--- src/rtl/mac_row_sequencer.sv ---
// mac_row_sequencer: produces one dot-product element.
// Accepts VEC_LEN operand pairs, accumulates their products modulo 2^ACC_W,
// then holds the result under a valid/ready handshake. Wrap-around is never
// saturated; it sets the sticky overflow flag for the current dot product.
module mac_row_sequencer #(
  parameter int unsigned DATA_W  = 4,
  parameter int unsigned ACC_W   = 10,
  parameter int unsigned VEC_LEN = 4
) (
  input  logic              clk,
  input  logic              rst,
  input  logic              start,
  input  logic [DATA_W-1:0] a_in,
  input  logic [DATA_W-1:0] b_in,
  input  logic              in_valid,
  output logic              in_ready,
  output logic [ACC_W-1:0]  acc_out,
  output logic              out_valid,
  input  logic              out_ready,
  output logic              clear_o,
  output logic              ld_o,
  output logic              overflow,
  output logic              busy
);

  localparam int unsigned PROD_W = 2 * DATA_W;
  localparam int unsigned SUM_W  = ACC_W + 1;
  localparam int unsigned CNT_W  = (VEC_LEN > 1) ? $clog2(VEC_LEN) : 1;
  localparam logic [CNT_W-1:0] LAST_CNT = CNT_W'(VEC_LEN - 1);

  typedef enum logic [1:0] {
    IDLE  = 2'd0,
    CLEAR = 2'd1,
    ACCUM = 2'd2,
    HOLD  = 2'd3
  } state_t;

  state_t            state;
  state_t            state_nxt;
  logic [ACC_W-1:0]  acc;
  logic [ACC_W-1:0]  acc_nxt;
  logic [CNT_W-1:0]  cnt;
  logic [CNT_W-1:0]  cnt_nxt;
  logic              ovf_nxt;
  logic [PROD_W-1:0] prod;
  logic [SUM_W-1:0]  sum;
  logic              beat;

  // Product is zero-extended into a one-bit-wider sum so the carry out is visible.
  assign prod    = PROD_W'(a_in) * PROD_W'(b_in);
  assign sum     = SUM_W'(acc) + SUM_W'(prod);
  assign beat    = in_valid & in_ready;
  assign ld_o    = beat;
  assign acc_out = acc;

  // State register.
  always_ff @(posedge clk) begin
    if (rst) begin
      state <= IDLE;
    end else begin
      state <= state_nxt;
    end
  end

  // Next-state and accumulator update rules.
  always_comb begin
    state_nxt = state;
    acc_nxt   = acc;
    cnt_nxt   = cnt;
    ovf_nxt   = overflow;
    case (state)
      IDLE: begin
        if (start) state_nxt = CLEAR;
      end
      CLEAR: begin
        acc_nxt   = '0;
        cnt_nxt   = '0;
        ovf_nxt   = 1'b0;
        state_nxt = ACCUM;
      end
      ACCUM: begin
        if (beat) begin
          acc_nxt = sum[ACC_W-1:0];
          cnt_nxt = cnt + CNT_W'(1);
          if (sum[ACC_W]) ovf_nxt = 1'b1;
          if (cnt == LAST_CNT) state_nxt = HOLD;
        end
      end
      HOLD: begin
        // Back-to-back start skips IDLE; start is ignored while stalled.
        if (out_ready) state_nxt = start ? CLEAR : IDLE;
      end
      default: state_nxt = IDLE;
    endcase
  end

  // Datapath registers and state-decoded outputs, registered from the next state.
  always_ff @(posedge clk) begin
    if (rst) begin
      acc       <= '0;
      cnt       <= '0;
      overflow  <= 1'b0;
      out_valid <= 1'b0;
      in_ready  <= 1'b0;
      clear_o   <= 1'b0;
      busy      <= 1'b0;
    end else begin
      acc       <= acc_nxt;
      cnt       <= cnt_nxt;
      overflow  <= ovf_nxt;
      out_valid <= (state_nxt == HOLD);
      in_ready  <= (state_nxt == ACCUM);
      clear_o   <= (state_nxt == CLEAR);
      busy      <= (state_nxt != IDLE);
    end
  end

endmodule

--- config.mk ---
export PLATFORM = sky130hd
export DESIGN_NAME = mac_row_sequencer
export DESIGN_NICKNAME = d
export VERILOG_FILES = /design/src/rtl/mac_row_sequencer.sv
export SDC_FILE = /design/constraint.sdc
export NUM_CORES = 1
export LEC_CHECK = 0
export BUFFER_PORTS_ARGS = -buffer_cell sky130_fd_sc_hd__buf_2
export CAP_MARGIN = 30
export CORE_MARGIN = 3
export CORE_UTILIZATION = 62
export CTS_BUF_LIST = sky130_fd_sc_hd__clkbuf_8
export CTS_CLUSTER_DIAMETER = 120
export DETAILED_ROUTE_END_ITERATION = 12
export PLACE_DENSITY = 0.95
export SLEW_MARGIN = 20
export SYNTH_ARGS = -nofsm -noshare
export SYNTH_HDL_FRONTEND = slang
export SYNTH_SLANG_ARGS = --single-unit
--- constraint.sdc ---
create_clock -name clk -period 9.4 [get_ports clk]
set_clock_uncertainty 0.1 [all_clocks]
set_input_delay 0.94 -clock clk [delete_from_list [all_inputs] [get_ports clk]]
set_output_delay 0.94 -clock clk [all_outputs]
set_load 0.02 [all_outputs]
==> Word-level counts from Yosys, hierarchy flattened <==
Index checks and enable logic that the tools add are counted.
{ "totals": {"register_bits": 19, "latchBits": 0, "ramBits": 0, "romBits": 0, "out_inout_bits": 16, "mem_count": 0} }
{ "op_classes": {"addsub": 2, "mul": 1, "n_div": 0, "magnitude_cmp": 0, "eq_ne": 9, "shift": 0, "n_mux": 13, "bitwise_logic": 1, "n_reduce_logical": 5} }
{ "ops": {"columns": ["operator", "n"], "rows": [
  ["one-hot mux 10 bit (2 select lines)", 1],
  ["adder 10 x 8 -> 11 bit", 1],
  ["== test 2 bit, second input constant", 5],
  ["two-way mux 10 bit", 1],
  ["two-way mux 2 bit", 5],
  ["multiplier 4 x 4 -> 8 bit", 1],
  ["one-hot mux 2 bit (4 select lines)", 1],
  ["== test 2 x 1 -> 1 bit, second input constant", 2],
  ["inequality test 2 bit, second input constant", 2],
  ["one-hot mux 2 bit (2 select lines)", 1],
  ["nonzero test 2 bit", 2],
  ["two-way mux 1 bit", 3],
  ["AND reduction 3 bit", 1],
  ["adder 2 x 1 -> 2 bit, second input constant", 1],
  ["zero test 2 bit", 1],
  ["one-hot mux 1 bit (2 select lines)", 1],
  ["AND reduction 2 bit", 1],
  ["bitwise AND 1 bit", 1]
]} }

==> Longest topological paths before layout <==
Gate-level depths: netlist of the first run.
{ "depth": {"ltp_word": 5, "ltp_mapped": 12, "mapped_depth_nobuf": 12} }

==> Worst setup path after synthesis of the first run <==
OpenSTA, ideal clock, no wires.
{ "synth_path": {"kind": "in2reg", "from": "input a_in[0]", "to": "register acc[9], in the netlist acc_out[9]", "setup_time_ns": 0.123, "arrival_ns": 3.780, "required_time_ns": 9.177, "path_slack_ns": 5.397, "path_stages": 10, "n_path_buf": 0, "cell_sequence": "nand2_1 fa_1 fa_1 fa_1 inv_1 ha_1 a211oi_1 or3_1 a21oi_1 mux2_1"} }
{ "synth_between": {"elab_chain_cells": 4} }
{ "synth_lines": {"columns": ["element", "line", "rtl"], "rows": [
  ["from (decl)", "13", "input logic [DATA_W-1:0] a_in,"],
  ["multiplier 4 x 4 -> 8 bit", "50", "assign prod = PROD_W'(a_in) * PROD_W'(b_in);"],
  ["adder 10 x 8 -> 11 bit", "51", "assign sum = SUM_W'(acc) + SUM_W'(prod);"],
  ["two-way mux 10 bit", "82", "if (beat) begin"],
  ["one-hot mux 10 bit (2 select lines)", "71", "case (state)"],
  ["to (signal assigned)", "108", "acc <= acc_nxt;"],
  ["to (decl)", "40", "logic [ACC_W-1:0] acc;"]
]} }
Every way passes these cells. The select of a mux whose other input is x is not followed.
A chain may end at the register's enable or synchronous reset.

==> Worst setup path after layout of the first run <==
{ "layout_path": {"from": "input b_in[3]", "to": "register overflow"} }
{ "layout_between": {"elab_chain_cells": 4} }
{ "layout_lines": {"columns": ["element", "line", "rtl"], "rows": [
  ["from (decl)", "14", "input logic [DATA_W-1:0] b_in,"],
  ["multiplier 4 x 4 -> 8 bit", "50", null],
  ["adder 10 x 8 -> 11 bit", "51", null],
  ["inequality test 2 bit (no line)", null, null],
  ["AND reduction 3 bit (no line)", null, null],
  ["to (signal assigned)", "110", "overflow <= ovf_nxt;"],
  ["to (decl)", "22", "output logic overflow,"]
]} }
Every way passes these cells.

==> run metrics, run 1 <==
wire per inst=15.67 um; grt met1 use=27.99%; Critical Path RT=9.47 ns; Initial Util=67.40%; syn_nets=219; Via-to-Cell Ratio=6.197; IO Count=29; Final Hold Vio Count=0; largest net degree at the start of global routing=25; Syn Inst Count=178; Vias=1444; Pint=0.0001343 W; clock buffer count from CTS=3; CP Cell Sequence=buf_2 -> nand2_1 -> fa_1 -> fa_1 -> fa_1 -> inv_1 -> ha_1 -> nand3_1 -> a211oi_1 -> o21ai_0 -> a211oi_1; Crit path top cell by count=fa_1; gp weighted congestion=0.8330; Worst Hold Path EP=cnt[0]; final worst slack=5.368 ns; r2r startpoint=acc_out[3]; H-tree Lvls=1; clk buf depth=2; Initial DRT Pass Iterations=5; type of the worst min-delay path=flop to flop; clock share of power=30.5%; hold wc startpoint=cnt[0]; Register Area=380.4 sq um; core area=0.002276 sq mm; crit path launch type=input port; hold buffers post-CTS=0; Clock Pin Slew Worst Setup and Hold Paths=0.08 ns; worst hold stages=2; RSZ-0062 raised after global routing=no; sequential power share=42.7%; DRT Wirelength=3650 um; Post-CTS Setup Bufs=0; antenna violations before repair=0; IO buf count=28; number of global-route vias before repair=1506; Resize count post-CTS=0; Slew Limit Fails=0; worst path buffer plus inverter count=2; CP max stage cell=fa_1; Cell Area, Synth=0.001534 sq mm; FF-to-FF setup slack=6.82 ns; Async SR Flop Fraction=0%; CTS tree=done; Max VDD drop=0.09641 mV; Most Crowded Layer GR=met2; Total Power=0.0001996 W; Placed Instances=229; DR DRC count=0; area grow syn2layout=13.13%; Yosys reg bits=19; GRT overflow=0; Net Sw Power=0.00006530 W; cell leakage power=0.8790 nW; multi-input combinational cell area=0.001052 sq mm; Inserted Diodes=0; actual slew at the worst max-slew pin=0.7115 ns; final setup fails=0; sw frac=32.72%; sequential area share after synthesis=24.80%; Max stage delay on crit path=0.52 ns; initial DRC count=44; CP Capture Type=flop; Ys Warns=0; # fillers=151; grt met2 use=45.27%; Post-synth top flop=dfxtp_1; GRT Total Usage=24.90%; share of cells above drive strength 1=17.07%; status=finished clean; Worst R2R End=overflow; average cell area after synthesis=8.618 sq um; Arr. time, crit path=4.10 ns; Tcrit/Tclk final=42.89%; Max Cap Violations=0; first-pass GRT wire length=6348 um; fmax=248.0 MHz; Crit path max-delay family=adder cells; CTS Root Cell=clkbuf_8; setup total negative slack=0 ns; Reg2Reg Depth=8; hpwl dp=2815 um; crit-path max FO=5; Worst slew margin=52.32%; nets=247; combinational power share=26.8%; chip height=55.74 um; Crit Path Category=input port to flop; Non-Filler Instances=233; Final ANT Viol Nets=0; clk sinks=19; Cell Rows=17; number of synthesized flops with an enable pin=0; met3 Use GR=3.480%; Die Area=0.003107 sq mm; Clock Latency Late Sink=0.26 ns; Place WS=5.145 ns; Tmin final=4.032 ns; pwr/cell area=115.0 mW/mm^2; Yosys cell types=36; die span in x=55.74 um
per-stage QoR:
step / hold WS, ns / area (sq um) / util [%]
finish: 0.3959 / 1735 / 76.25
global route: 0.4080 / 1735 / 76.25
CTS: 0.3916 / 1735 / 76.25
detailed placement: 0.3791 / 1687 / 74.11
global placement: 0.3581 / 1687 / 74.11
floorplan: 0.3516 / 1534 / -
Yosys cell counts, types with 2 or more instances:
master / n / area [sq um]
and3_1: 2 / 12.51
a21oi_1: 15 / 75.07
or3_1: 3 / 18.77
a22oi_1: 2 / 15.01
and2_1: 14 / 87.58
a21o_1: 3 / 22.52
nand2_1: 11 / 41.29
ha_1: 19 / 237.7
and4b_1: 2 / 20.02
dfxtp_1: 19 / 380.4
nand2b_1: 3 / 18.77
inv_1: 20 / 75.07
a211oi_1: 6 / 45.04
clkbuf_1: 4 / 15.01
fa_1: 9 / 180.2
nor3_1: 2 / 10.01
o21ai_0: 8 / 40.04
nor2b_1: 2 / 12.51
nand4b_1: 3 / 26.28
nand3_1: 12 / 60.06
nor2_1: 4 / 15.01
routing by layer:
metal | part of all wire [%] | up-vias
met1 | 39 | 678
met5 | 0 | -
li1 | - | 674
met2 | 52 | 75
met3 | 6.4 | 17
met4 | 3.2 | 0
cells in the final DEF (no fill, tap or decap), types with 2 or more instances in the layout:
cell and n:
nor3_1 2, buf_2 28, nor2_1 4, a21o_1 3, or3_1 3, fa_1 9
a21oi_1 15, inv_1 20, nand2b_1 3, nand4b_1 3, dfxtp_1 19, a211oi_1 6
a22oi_1 2, ha_1 19, nand3_1 12, and3_1 2, nor2b_1 2, nand2_1 11
o21ai_0 8, and2_1 14, and4b_1 2, clkbuf_8 3
registers in the layout, summed over array words and instances (netlist names):
signal	flops
acc_out	10
cnt	2
state	2
busy	1
clear_o	1
in_ready	1
out_valid	1
overflow	1
cell families after synthesis:
family,share of synthesized area (%)
compound gates,15.33
flops,24.80
fa+ha+maj,27.24
xor+xnor,0.5711
buf+inv,6.606
simple gates,24.72
mux,0.7340
worst max path at each step:
stage | from | cells past startpoint | slack [ns] | to
2_1_floorplan | a_in[0] | 10 | 5.40 | acc_out[9]
3_3_place_gp | a_in[0] | 11 | 5.22 | acc_out[9]
3_5_place_dp | a_in[0] | 11 | 5.14 | acc_out[9]
4_1_cts | a_in[0] | 11 | 5.39 | acc_out[9]
5_1_grt | a_in[0] | 11 | 5.17 | overflow
6_report | b_in[3] | 11 | 5.37 | overflow
cell type report:
type / instances / share of cell area [%]
clock buffer: 3 / 2.379
clock inverter: 1 / 0.4326
inverter: 21 / 4.542
multi-input combinational: 133 / 60.63
sequential: 19 / 21.92
tap: 28 / 2.019
timing repair buffer: 28 / 8.075
worst register-to-register path, cell delays in order (launching register included):
cell	delay (ns)
dfxtp_1	0.36
inv_1	0.07
fa_1	0.53
inv_1	0.04
ha_1	0.36
nand3_1	0.19
a211oi_1	0.42
o21ai_0	0.17
a211oi_1	0.25
power groups by stage:
| stage | combinational [W] | clock, W | sequential [W] |
|---|---|---|---|
| floorplan | 0.0000359 | 0 | 0.0000889 |
| global placement | 0.0000489 | 0 | 0.0000867 |
| detailed placement | 0.0000528 | 0 | 0.0000869 |
| CTS | 0.0000536 | 0.0000613 | 0.0000850 |
| global route | 0.0000600 | 0.0000653 | 0.0000856 |
| finish | 0.0000536 | 0.0000609 | 0.0000852 |
Power figures use the tool's default switching activity.
==> inputs of run 2 (changes only) <==
- CORE_UTILIZATION: 62 -> 57
- PLACE_DENSITY: 0.95 -> 0.93
- clock period: 9.4 -> 4.2 ns (I/O delays scaled with it)
==> run 2 against run 1 <==
Against the previous run: sequential cell count stayed put; combinational power increased by 120%; final cell count increased by 0.86%; utilization decreased by 7.4 points; critical path depth unchanged; clock power up 120%; worst hold slack lost 0.019 ns; sequential share of layout area about the same; routed wire length fell by 12%; non-clock buffer count stayed put; setup slack got worse by 4.7 ns; sequential power grew 120%.
==> run metrics, run 2 (same netlist as run 1, synthesis figures left out) <==
status=finished clean (unchanged); met3 Use GR=5.345% (was 3.480%); largest net degree at the start of global routing=25 (unchanged); IO buf count=28 (unchanged); Final Hold Vio Count=0 (unchanged); FF-to-FF setup slack=1.59 ns (was 6.82 ns); GRT overflow=0 (unchanged); antenna violations before repair=0 (unchanged); initial DRC count=39 (was 44); cell leakage power=0.8790 nW (unchanged); number of global-route vias before repair=1255 (was 1506); share of cells above drive strength 1=17.07% (unchanged); RSZ-0062 raised after global routing=no (unchanged); setup total negative slack=0 ns (unchanged); grt met1 use=28.69% (was 27.99%); Die Area=0.003350 sq mm (was 0.003107 sq mm); Final ANT Viol Nets=0 (unchanged); Clock Pin Slew Worst Setup and Hold Paths=0.07 ns (was 0.08 ns); Place WS=0.4612 ns (was 5.145 ns); type of the worst min-delay path=flop to flop (unchanged); actual slew at the worst max-slew pin=0.6817 ns (was 0.7115 ns); Critical Path RT=4.25 ns (was 9.47 ns); worst path buffer plus inverter count=2 (unchanged); Cell Rows=18 (was 17); Worst slew margin=54.31% (was 52.32%); clk sinks=19 (unchanged); Max stage delay on crit path=0.52 ns (about the same); DR DRC count=0 (unchanged); GRT Total Usage=21.21% (was 24.90%); multi-input combinational cell area=0.001052 sq mm (unchanged); Via-to-Cell Ratio=5.740 (was 6.197); CP max stage cell=fa_1 (unchanged); die span in x=57.88 um (was 55.74 um); hold buffers post-CTS=0 (unchanged); Inserted Diodes=0 (unchanged); crit path launch type=input port (unchanged); hpwl dp=2474 um (was 2815 um); Post-CTS Setup Bufs=0 (unchanged); Vias=1349 (was 1444); DRT Wirelength=3226 um (was 3650 um); Crit path top cell by count=fa_1 (unchanged); Arr. time, crit path=3.56 ns (was 4.10 ns); Max Cap Violations=0 (unchanged); CP Capture Type=flop (unchanged); core area=0.002522 sq mm (was 0.002276 sq mm); Tmin final=3.508 ns; Register Area=380.4 sq um (unchanged); IO Count=29 (unchanged); Crit path max-delay family=adder cells (unchanged); area grow syn2layout=13.30% (was 13.13%); CP Cell Sequence=buf_2 -> nand2_1 -> fa_1 -> fa_1 -> fa_1 -> inv_1 -> ha_1 -> a211oi_1 -> or3_1 -> a21oi_1 -> mux2_1 (was buf_2 -> nand2_1 -> fa_1 -> fa_1 -> fa_1 -> inv_1 -> ha_1 -> nand3_1 -> a211oi_1 -> o21ai_0 -> a211oi_1); Initial DRT Pass Iterations=4 (was 5); most common cell after layout, fill and taps aside=buf_2 (unchanged); wire per inst=13.73 um (was 15.67 um); crit-path max FO=5 (unchanged); gp weighted congestion=0.8694 (was 0.8330); most frequent cells in the layout=28 x buf_2, 20 x inv_1, 19 x ha_1, 19 x dfxtp_1, 15 x a21oi_1 (unchanged); Most Crowded Layer GR=met2 (unchanged); Max VDD drop=0.3177 mV (was 0.09641 mV); # fillers=216 (was 151); grt met2 use=32.42% (was 45.27%); H-tree Lvls=1 (unchanged); fmax=285.1 MHz; chip height=57.88 um (was 55.74 um); Resize count post-CTS=0 (unchanged); CTS tree=done (unchanged); nets=247 (unchanged); Tcrit/Tclk final=83.53%; max reg flops=10 (unchanged); CTS Root Cell=clkbuf_8 (unchanged); Clock Latency Late Sink=0.26 ns (about the same); clock buffer count from CTS=3 (unchanged); pwr/cell area=252.3 mW/mm^2 (was 115.0 mW/mm^2); first-pass GRT wire length=5499 um (was 6348 um); Slew Limit Fails=0 (unchanged); Initial Util=60.81% (was 67.40%); final worst slack=0.6919 ns (was 5.368 ns); clk buf depth=2 (unchanged); final setup fails=0 (unchanged); Crit Path Category=input port to flop (unchanged)
-- run 2: per-stage QoR --
step                hold WS (ns)  util [%]   power, W  cell area, sq um  instances
floorplan                 0.3516         -  0.0002793              1534        178
global placement          0.3601     66.96  0.0003047              1689        231
detailed placement        0.3644     66.96  0.0003104              1689        231
CTS                       0.3743     68.90  0.0004429              1738        235
global route              0.4148     68.90  0.0004681              1738        235
finish                    0.3764     68.90  0.0004385              1738        235
-- run 2: worst register-to-register path: stages (launching register included) --
cell and delay [ns]:
dfxtp_1 0.39, inv_1 0.09, fa_1 0.53, inv_1 0.04
ha_1 0.34, o21ai_0 0.14, or3_1 0.33, a21oi_1 0.19
mux2_1 0.34
-- run 2: area by class of cell --
cell class / count / area share [%]
tap: 30 / 2.160
multi-input combinational: 133 / 60.55
timing repair buffer: 28 / 8.063
clock buffer: 3 / 2.376
inverter: 21 / 4.536
sequential: 19 / 21.89
clock inverter: 1 / 0.4320
-- run 2: metal layers --
layer	vias up	part of all wire, %
met4	0	2.0
met2	33	47
met3	8	4.5
met1	632	46
li1	676	-
met5	-	0
-- run 2: worst paths after layout --
check              from          to  cells after the start
min              cnt[1]      cnt[1]                      2
max reg2reg  acc_out[4]  acc_out[9]                      8
min reg2reg      cnt[1]      cnt[1]                      2
max             b_in[3]  acc_out[9]                     11
-- run 2: power by group --
part           total [W]  switching, W  internal [W]
registers       0.000190    0.00000434      0.000186
clock network   0.000131     0.0000643     0.0000669
logic           0.000117     0.0000693     0.0000477
total           0.000439      0.000138      0.000301
==> inputs of run 3 (changes only) <==
- clock period: 4.2 -> 3.5 ns (I/O delays scaled with it)
==> run 3 against run 2 <==
Against the previous run: non-clock buffer count up 11; final cell count up 4.7%; design area up 5.1%; largest cell class unchanged; critical endpoint is now acc_out[7]; largest power group unchanged.
==> run metrics, run 3 (same netlist as run 1, synthesis figures left out) <==
Crit path top cell by count=fa_1 (unchanged); DRT Wirelength=3343 um (was 3226 um); CTS Root Cell=clkbuf_8 (unchanged); CP Cell Sequence=buf_2 -> nand2_1 -> fa_1 -> fa_1 -> fa_1 -> inv_1 -> ha_1 -> a211oi_1 -> nor2_1 -> o311a_1 -> a211o_1 (was buf_2 -> nand2_1 -> fa_1 -> fa_1 -> fa_1 -> inv_1 -> ha_1 -> a211oi_1 -> or3_1 -> a21oi_1 -> mux2_1); GRT overflow=0 (unchanged); core area=0.002522 sq mm (unchanged); H-tree Lvls=1 (unchanged); CTS tree=done (unchanged); wire per inst=13.59 um (was 13.73 um); actual slew at the worst max-slew pin=0.6644 ns (was 0.6817 ns); gp weighted congestion=0.8234 (was 0.8694); Final ANT Viol Nets=0 (unchanged); clock buffer count from CTS=3 (unchanged); type of the worst min-delay path=flop to flop (unchanged); Register Area=380.4 sq um (unchanged); Clock Pin Slew Worst Setup and Hold Paths=0.07 ns (about the same); CP Capture Type=flop (unchanged); most common cell after layout, fill and taps aside=buf_2 (unchanged); share of cells above drive strength 1=22.22% (was 17.07%); area grow syn2layout=19.09% (was 13.30%); Reg2Reg Depth=8 (unchanged); final core utilization=72.42% (was 68.90%); chip height=57.88 um (unchanged); fmax=297.7 MHz; IO buf count=28 (unchanged); crit path launch type=input port (unchanged); max reg flops=10 (unchanged); Initial Util=60.81% (unchanged); Max Cap Violations=0 (unchanged); Critical Path RT=3.55 ns (was 4.25 ns); Via-to-Cell Ratio=5.732 (was 5.740); Max VDD drop=0.3474 mV (was 0.3177 mV); final setup fails=0 (unchanged); die span in x=57.88 um (unchanged); CP max stage cell=fa_1 (unchanged); Worst slew margin=55.47% (was 54.31%); fin area=0.001827 sq mm (was 0.001738 sq mm); number of global-route vias before repair=1400 (was 1255); hold wc startpoint=cnt[1] (unchanged); # fillers=200 (was 216); cell leakage power=0.9368 nW (was 0.8790 nW); Crit. Startpoint=a_in[0] (was b_in[3]); hpwl dp=2615 um (was 2474 um); r2r startpoint=acc_out[6] (was acc_out[4]); initial DRC count=33 (was 39); Crit Path Category=input port to flop (unchanged); antenna violations before repair=0 (unchanged); Setup crit end=acc_out[7] (was acc_out[9]); RSZ-0062 raised after global routing=no (unchanged); Max stage delay on crit path=0.51 ns (was 0.52 ns); Tmin final=3.359 ns; IO Count=29 (unchanged); status=finished clean (unchanged); Slew Limit Fails=0 (unchanged); clk buf depth=2 (unchanged); multi-input combinational cell area=0.001061 sq mm (was 0.001052 sq mm); first-pass GRT wire length=5775 um (was 5499 um); most frequent cells in the layout=28 x buf_2, 20 x inv_1, 19 x ha_1, 19 x dfxtp_1 (was 28 x buf_2, 20 x inv_1, 19 x ha_1, 19 x dfxtp_1, 15 x a21oi_1); clk sinks=19 (unchanged); hold buffers post-CTS=0 (unchanged); GRT Total Usage=22.08% (was 21.21%); Post-CTS Setup Bufs=0 (unchanged); nets=258 (was 247); Arr. time, crit path=3.41 ns (was 3.56 ns); Initial DRT Pass Iterations=4 (unchanged); Cell Rows=18 (unchanged); pwr/cell area=296.7 mW/mm^2 (was 252.3 mW/mm^2); largest net degree at the start of global routing=25 (unchanged); Resize count post-CTS=0 (unchanged); Worst R2R End=acc_out[9] (unchanged); Vias=1410 (was 1349); Inserted Diodes=0 (unchanged); Tcrit/Tclk final=95.98%; FF-to-FF setup slack=0.92 ns (was 1.59 ns); crit-path max FO=3 (was 5); Die Area=0.003350 sq mm (unchanged); Clock Latency Late Sink=0.26 ns (about the same); placed cell area=0.001772 sq mm (was 0.001689 sq mm); Final Hold Vio Count=0 (unchanged); DR DRC count=0 (unchanged)
-- run 3: worst min path at each step --
stage | slack [ns] | to | cells after the start
2_1_floorplan | 0.35 | cnt[1] | 2
3_3_place_gp | 0.36 | cnt[1] | 2
3_5_place_dp | 0.36 | cnt[1] | 2
4_1_cts | 0.37 | cnt[1] | 2
5_1_grt | 0.40 | acc_out[3] | 2
6_report | 0.37 | cnt[1] | 2
-- run 3: layer usage --
| metal | part of all wire, % | up-vias | GRT usage (%) | wire (um) |
|---|---|---|---|---|
| met5 | 0 | - | 0 | 0 |
| met4 | 2.3 | 0 | 9.272 | 78 |
| met3 | 4.5 | 10 | 4.009 | 149 |
| met2 | 50 | 37 | 37.90 | 1658 |
| met1 | 44 | 664 | 27.12 | 1457 |
| li1 | - | 699 | - | - |
-- run 3: area by class of cell --
class / count / area share [%]
Multi-Input combinational cell: 133 / 58.08
Sequential cell: 19 / 20.82
Timing Repair Buffer: 39 / 12.19
Inverter: 21 / 4.315
Clock buffer: 3 / 2.260
Tap cell: 30 / 2.055
Clock inverter: 1 / 0.2740
-- run 3: critical path, delay by kind of cell --
family	cells	cell delay, ns
AO/OA/AOI/OAI	3	0.88
adder cells (fa/ha/maj)	4	1.82
buffers and inverters	2	0.13
AND/OR/NAND/NOR	2	0.22
-- run 3: power breakdown --
group / total [W] / switching (W) / internal [W] / leakage (nW)
clock: 0.000154 / 0.0000748 / 0.0000792 / 0.0255
combinational: 0.000159 / 0.0000882 / 0.0000712 / 0.757
sequential: 0.000229 / 0.00000557 / 0.000223 / 0.154
total: 0.000542 / 0.000169 / 0.000374 / 0.937
-- run 3: through the flow --
stage          hold WS [ns]  std cells  total power (W)  worst slack (ns)  setup TNS (ns)
6_report             0.3730        246        0.0005421            0.1406               0
5_1_grt              0.3967        246        0.0005760           0.01816               0
4_1_cts              0.3741        246        0.0005412            0.1746               0
3_5_place_dp         0.3644        242        0.0003900          -0.09413         -0.2990
3_3_place_gp         0.3613        242        0.0003831          -0.03694         -0.1061
2_1_floorplan        0.3516        178        0.0003352           0.08659               0
